File: config.mk
export PLATFORM = sky130hd
export DESIGN_NAME = adder_rr_scheduler_flat
export DESIGN_NICKNAME = d
export VERILOG_FILES = /design/src/rtl/adder_rr_scheduler_if.sv /design/src/rtl/adder_rr_scheduler.sv /design/src/flat_wrapper.sv
export SDC_FILE = /design/constraint.sdc
export NUM_CORES = 1
export LEC_CHECK = 0
export CAP_MARGIN = 0
export CORE_MARGIN = 2
export CORE_UTILIZATION = 45
export CTS_BUF_LIST = sky130_fd_sc_hd__clkbuf_16
export DETAILED_ROUTE_END_ITERATION = 12
export PLACE_DENSITY = 0.83
export SYNTH_ARGS = -nofsm -noshare
export SYNTH_HDL_FRONTEND = slang
export SYNTH_SLANG_ARGS = --single-unit
File: constraint.sdc
create_clock -name clk -period 2.3 [get_ports clk]
set_input_delay 0.575 -clock clk [delete_from_list [all_inputs] [get_ports clk]]
set_output_delay 0.575 -clock clk [all_outputs]
set_load 0.02 [all_outputs]
File: src/rtl/adder_rr_scheduler_if.sv
// Request/response bundle shared by the round-robin adder scheduler and its clients.
// Requester i drives req_a/req_b bits [i*WIDTH +: WIDTH].
interface adder_rr_scheduler_if #(
  parameter int WIDTH = 8,
  parameter int NREQ  = 4
);
  logic [NREQ-1:0]       req_valid;
  logic [NREQ*WIDTH-1:0] req_a;
  logic [NREQ*WIDTH-1:0] req_b;
  logic [NREQ-1:0]       req_ready;
  logic                  rsp_valid;
  logic                  rsp_ready;
  logic [1:0]            rsp_id;
  logic [WIDTH-1:0]      rsp_sum;
  logic                  rsp_carry;

  modport master (
    output req_valid, req_a, req_b, rsp_ready,
    input  req_ready, rsp_valid, rsp_id, rsp_sum, rsp_carry
  );

  modport slave (
    input  req_valid, req_a, req_b, rsp_ready,
    output req_ready, rsp_valid, rsp_id, rsp_sum, rsp_carry
  );
endinterface

File: src/rtl/adder_rr_scheduler.sv
// Single shared WIDTH-bit adder time-multiplexed across four requesters with
// round-robin arbitration: IDLE (grant) -> COMPUTE (add) -> RESP (handshake).
module adder_rr_scheduler #(
  parameter int WIDTH = 8,
  parameter int NREQ  = 4
) (
  input  logic                 clk,
  input  logic                 rst,
  adder_rr_scheduler_if.slave  bus,
  output logic                 busy,
  output logic [15:0]          done_cnt
);

  typedef enum logic [1:0] {
    IDLE    = 2'd0,
    COMPUTE = 2'd1,
    RESP    = 2'd2
  } state_t;

  state_t           state, state_nxt;
  logic [1:0]       ptr;
  logic [WIDTH-1:0] op_a, op_b;
  logic [1:0]       op_id;
  logic [WIDTH-1:0] sum_q;
  logic             carry_q;
  logic [1:0]       id_q;

  logic [NREQ-1:0]  gnt;
  logic [1:0]       gidx;
  logic [1:0]       idx;
  logic             found;
  logic             accept;
  logic             rsp_fire;

  // Search upward from ptr, wrapping 3 -> 0; first valid requester wins.
  always_comb begin
    gnt   = '0;
    gidx  = '0;
    idx   = '0;
    found = 1'b0;
    if (state == IDLE && !rst) begin
      for (int unsigned k = 0; k < 4; k++) begin
        idx = ptr + 2'(k);
        if (!found && bus.req_valid[idx]) begin
          found = 1'b1;
          gidx  = idx;
        end
      end
    end
    if (found) gnt[gidx] = 1'b1;
  end

  assign accept   = found;
  assign rsp_fire = (state == RESP) && bus.rsp_ready;

  always_comb begin
    state_nxt = state;
    unique case (state)
      IDLE:    if (accept)   state_nxt = COMPUTE;
      COMPUTE:               state_nxt = RESP;
      RESP:    if (rsp_fire) state_nxt = IDLE;
      default:               state_nxt = IDLE;
    endcase
  end

  always_ff @(posedge clk or posedge rst) begin
    if (rst) state <= IDLE;
    else     state <= state_nxt;
  end

  // Operands are captured at acceptance so later input changes cannot disturb
  // the operation in flight.
  always_ff @(posedge clk or posedge rst) begin
    if (rst) begin
      op_a  <= '0;
      op_b  <= '0;
      op_id <= '0;
    end else if (state == IDLE && accept) begin
      op_a  <= bus.req_a[gidx*WIDTH +: WIDTH];
      op_b  <= bus.req_b[gidx*WIDTH +: WIDTH];
      op_id <= gidx;
    end
  end

  // The one shared adder; results hold through RESP until the handshake.
  always_ff @(posedge clk or posedge rst) begin
    if (rst) begin
      sum_q   <= '0;
      carry_q <= 1'b0;
      id_q    <= '0;
    end else if (state == COMPUTE) begin
      {carry_q, sum_q} <= {1'b0, op_a} + {1'b0, op_b};
      id_q             <= op_id;
    end
  end

  always_ff @(posedge clk or posedge rst) begin
    if (rst) begin
      ptr      <= '0;
      done_cnt <= '0;
    end else if (rsp_fire) begin
      ptr      <= id_q + 2'd1;
      done_cnt <= done_cnt + 16'd1;
    end
  end

  assign bus.req_ready = gnt;
  assign bus.rsp_valid = (state == RESP);
  assign bus.rsp_id    = id_q;
  assign bus.rsp_sum   = sum_q;
  assign bus.rsp_carry = carry_q;
  assign busy          = (state != IDLE);

endmodule

File: src/flat_wrapper.sv
// flat-port wrapper written by rule: the top's interface ports become plain ports
module adder_rr_scheduler_flat 
#(
  parameter int WIDTH = 8,
  parameter int NREQ  = 4
)
  (clk, rst, busy, done_cnt, bus_req_valid, bus_req_a, bus_req_b, bus_rsp_ready, bus_req_ready, bus_rsp_valid, bus_rsp_id, bus_rsp_sum, bus_rsp_carry);
  adder_rr_scheduler_if #(.WIDTH(WIDTH), .NREQ(NREQ)) bus_i ();
  input  logic clk;
  input  logic rst;
  output logic busy;
  output logic [15:0] done_cnt;
  input wire logic [$bits(bus_i.req_valid)-1:0] bus_req_valid;
  input wire logic [$bits(bus_i.req_a)-1:0] bus_req_a;
  input wire logic [$bits(bus_i.req_b)-1:0] bus_req_b;
  input wire logic [$bits(bus_i.rsp_ready)-1:0] bus_rsp_ready;
  output wire logic [$bits(bus_i.req_ready)-1:0] bus_req_ready;
  output wire logic [$bits(bus_i.rsp_valid)-1:0] bus_rsp_valid;
  output wire logic [$bits(bus_i.rsp_id)-1:0] bus_rsp_id;
  output wire logic [$bits(bus_i.rsp_sum)-1:0] bus_rsp_sum;
  output wire logic [$bits(bus_i.rsp_carry)-1:0] bus_rsp_carry;
  assign bus_i.req_valid = bus_req_valid;
  assign bus_i.req_a = bus_req_a;
  assign bus_i.req_b = bus_req_b;
  assign bus_i.rsp_ready = bus_rsp_ready;
  assign bus_req_ready = bus_i.req_ready;
  assign bus_rsp_valid = bus_i.rsp_valid;
  assign bus_rsp_id = bus_i.rsp_id;
  assign bus_rsp_sum = bus_i.rsp_sum;
  assign bus_rsp_carry = bus_i.rsp_carry;
  adder_rr_scheduler #(.WIDTH(WIDTH), .NREQ(NREQ)) u_core (.clk(clk), .rst(rst), .bus(bus_i), .busy(busy), .done_cnt(done_cnt));
endmodule
==> results.md <==
- Outcome: completed
- Congestion Overflow GR: 0
- Register clock-pin slew on the reported worst setup and hold paths: about 0.060 ns
- CP max FO: 4
- Most used cell, CP: buf_6
- Post-Route Utilization: 0.7108
- Count leader, synth: dfrtp_1
- Min-delay worst type: input port to async pin
- Area Overhead vs Synth: 53.77%
- P_int: 3.043 mW
- Ports: between 100 and 150
- Worst-path cell chain: buf_2 > and2b_2 > buf_6 > a211oi_4 > nor2_8 > nor2_4 > buf_6
- Post-synth EDFFs: 0
- Combinational share of power: 0.572
- Initial antenna violation count: 0
- CP max-delay cell: a211oi_4
- Synth Cell Area: around 2900 um2
- Share of cells above drive strength 1: 0.1852
- Rows: 29
- Core Area: ~6300 um2
- CTS tree: built
- Remaining DRCs: 0
- CP bufs+invs: 3
- Reg2reg start: u_core.op_b[0]
- Drt first-iter violations: approximately 110
- R2R depth: 7
- Tcrit/Tclk final: 0.9889
- Most common flop cell mapped by yosys: dfrtp_1
- Vias in the first global route: ~2,600
- PD cells: about 1100 nW/um2
- Critical path type: input port to primary output
- Final net count: slightly above 500
- Wire per inst: roughly 15 um
- Yosys cell types: 57
- Final worst clock skew: roughly 0.0066 ns
- Crit-path max cell delay: around 0.36 ns
- Slew of the pin with the lowest slew margin: about 0.52 ns
- Die width: between 80 and 90 um
- Max clock buf depth: 2
- Post-synth top cells: 49 x dfrtp_1, 33 x nand2_1, 16 x mux2i_1
- Final WL: roughly 7600 um
- Syn. warnings: 0
- Cells after Synth: approximately 300
- Max rail drop VDD: roughly 0.87 mV
- Reg-to-reg setup timing slack: about 0.19 ns
- DR vias: 2,757
- Crit path DAT: between 1.5 and 2 ns
- IO Port Bufs: 103
- Worst skew pair latency: around 0.29 ns
- Fin Hold WS: between 0.4 and 0.5 ns
- Crit path required time: 1.73 ns
- Max_cap viols: 0
- Leak pwr: slightly below 2 nW
- Setup crit end kind: primary output
- Switching power of the nets: approximately 2.0 mW
- CP top delay family: simple AND/OR/NAND/NOR gates
- Post-DP HPWL: 5949 um
- Starting Density: 0.4622
- CTS Hold Bufs: 0
- Hold Vio Cnt, Final: 0
- Final Instance Area: about 4500 um2
- Area after DPL: between 4000 and 5000 um2
- Number of antenna diodes: 0
- Syn_nets: ~380
- Htree depth: 2
- Post-synthesis sequential area ratio: 0.4226
- Syn_area_per_cell: between 9 and 10 um2
- Stages on worst setup path: 7
- Post-synth top area cell: dfrtp_1
- # setup viols final: 0
- Largest net degree at the start of global routing: 34
- Clock sinks: 49
- Slew headroom: 0.6524
- CTS buffer count: 5
- CTS root buffer: clkbuf_16
- Routed vias/inst: ~5.4
- Setup TNS: 0 ns
- Sequential power share: 0.287
- First-pass GRT wire length: around 13,000 um
- GR Util All Layers: 0.2206
- Async set-or-reset flop fraction in the synthesized netlist: 1.000
- Pwr Total: between 5 and 6 mW
- First-pass DRT Iterations: 4
- Switching fraction of total power: 0.4005
- Maximum clock rate: 0.4397 GHz
- Height of the die: ~84 um
- Die area: roughly 7100 um2
- Final antenna-violating net count: 0
- Synth top area cells: dfrtp_1 42%, mux2i_1 5.5%, xnor2_1 4.5%
- Clk pwr share: 0.140
- Final Critical Period: around 2.3 ns
- Top-area cell type share of the netlist area: 0.4226
- GP Congestion: around 0.84
- Yosys reg bits: 49
- Terminus of the critical flop-to-flop path: u_core.bus.rsp_carry
- Final slew viol count: 0
- Crit start category: input port
worst register-to-register path: stages (launching register included):
cell	delay (ns)
dfrtp_1	0.38
ha_1	0.24
fa_1	0.43
a21o_1	0.18
a21oi_1	0.26
o21ai_0	0.12
and3b_1	0.21
o21a_1	0.18
metrics by stage:
step	setup slack, ns	instances
4_1_cts	0.004823	507
3_5_place_dp	-0.8864	497
6_report	0.02564	509
2_1_floorplan	-0.02965	296
5_1_grt	-0.003920	509
3_3_place_gp	-0.8638	497
timing repair:
action,4_1_cts,5_1_grt
gates resized for setup,45,12
pin swaps,6,7
buffers inserted,2,2
endpoints found under the setup margin,4,4
cells in the final DEF (no fill, tap or decap), drive strengths merged, types with 5 or more instances in the layout:
| master | synthesis | final |
|---|---|---|
| nand4 | 5 | 5 |
| inv | 10 | 11 |
| o221ai | 8 | 8 |
| dfrtp | 49 | 49 |
| nand2b | 6 | 6 |
| ha | 9 | 9 |
| xnor2 | 15 | 15 |
| mux2i | 16 | 16 |
| clkbuf | 6 | 6 |
| nand2 | 35 | 35 |
| a221o | 6 | 6 |
| a21oi | 16 | 16 |
| nor3 | 6 | 6 |
| clkdlybuf4s50 | 0 | 94 |
| nand3 | 11 | 11 |
| o22a | 5 | 5 |
| nor2 | 16 | 16 |
| o21ai | 17 | 17 |
| buf | 6 | 44 |
layer usage:
metal | vias up | routed length (um) | global-route usage
met5 | - | 0 | 0
met4 | 0 | 171 | 0.05865
met3 | 15 | 405 | 0.03540
met2 | 96 | 3756 | 0.3615
met1 | 1297 | 3307 | 0.3061
li1 | 1349 | - | -
final cells by class:
| cell class | count | area, um2 |
|---|---|---|
| multi-input combinational | 225 | 1658 |
| inverter | 10 | 37.54 |
| clock inverter | 3 | 16.27 |
| timing repair buffer | 140 | 1301 |
| sequential | 49 | 1227 |
| fill | 474 | 1815 |
| tap | 77 | 96.34 |
| clock buffer | 5 | 125.1 |
kinds of logic after synthesis:
group           after synthesis  synth area share
fa+ha+maj                    10           0.04571
xor+xnor                     19           0.05735
compound gates               77            0.1910
mux                          20           0.07072
buf+inv                      22           0.03363
simple gates                 99            0.1790
flops                        49            0.4226
power groups by stage:
stage | Combinational [mW] | Clock [mW] | Sequential (mW)
6_report | 2.91 | 0.712 | 1.46
4_1_cts | 2.87 | 0.719 | 1.45
5_1_grt | 3.19 | 0.761 | 1.50
3_3_place_gp | 2.70 | 0 | 1.45
2_1_floorplan | 1.63 | 0 | 1.55
3_5_place_dp | 2.77 | 0 | 1.46
state kept, by name (all words and copies together) (netlist names):
register              flops
u_core.op_b               8
u_core.bus.rsp_carry      1
u_core.ptr                2
u_core.op_a               8
u_core.bus.rsp_sum        8
u_core.state              2
u_core.bus.rsp_id         2
u_core.done_cnt          16
u_core.op_id              2
worst max-delay path by stage:
stage                      from               end  slack (ns)
6_report       bus_req_valid[2]  bus_req_ready[1]        0.03
5_1_grt        bus_req_valid[2]  bus_req_ready[1]      -0.004
2_1_floorplan  bus_req_valid[1]  bus_req_ready[1]       -0.03
4_1_cts           u_core.ptr[0]  bus_req_ready[3]       0.005
3_3_place_gp   bus_req_valid[1]  bus_req_ready[1]       -0.86
3_5_place_dp   bus_req_valid[1]  bus_req_ready[1]       -0.89
Note: power is estimated with default switching activity, not from simulation.
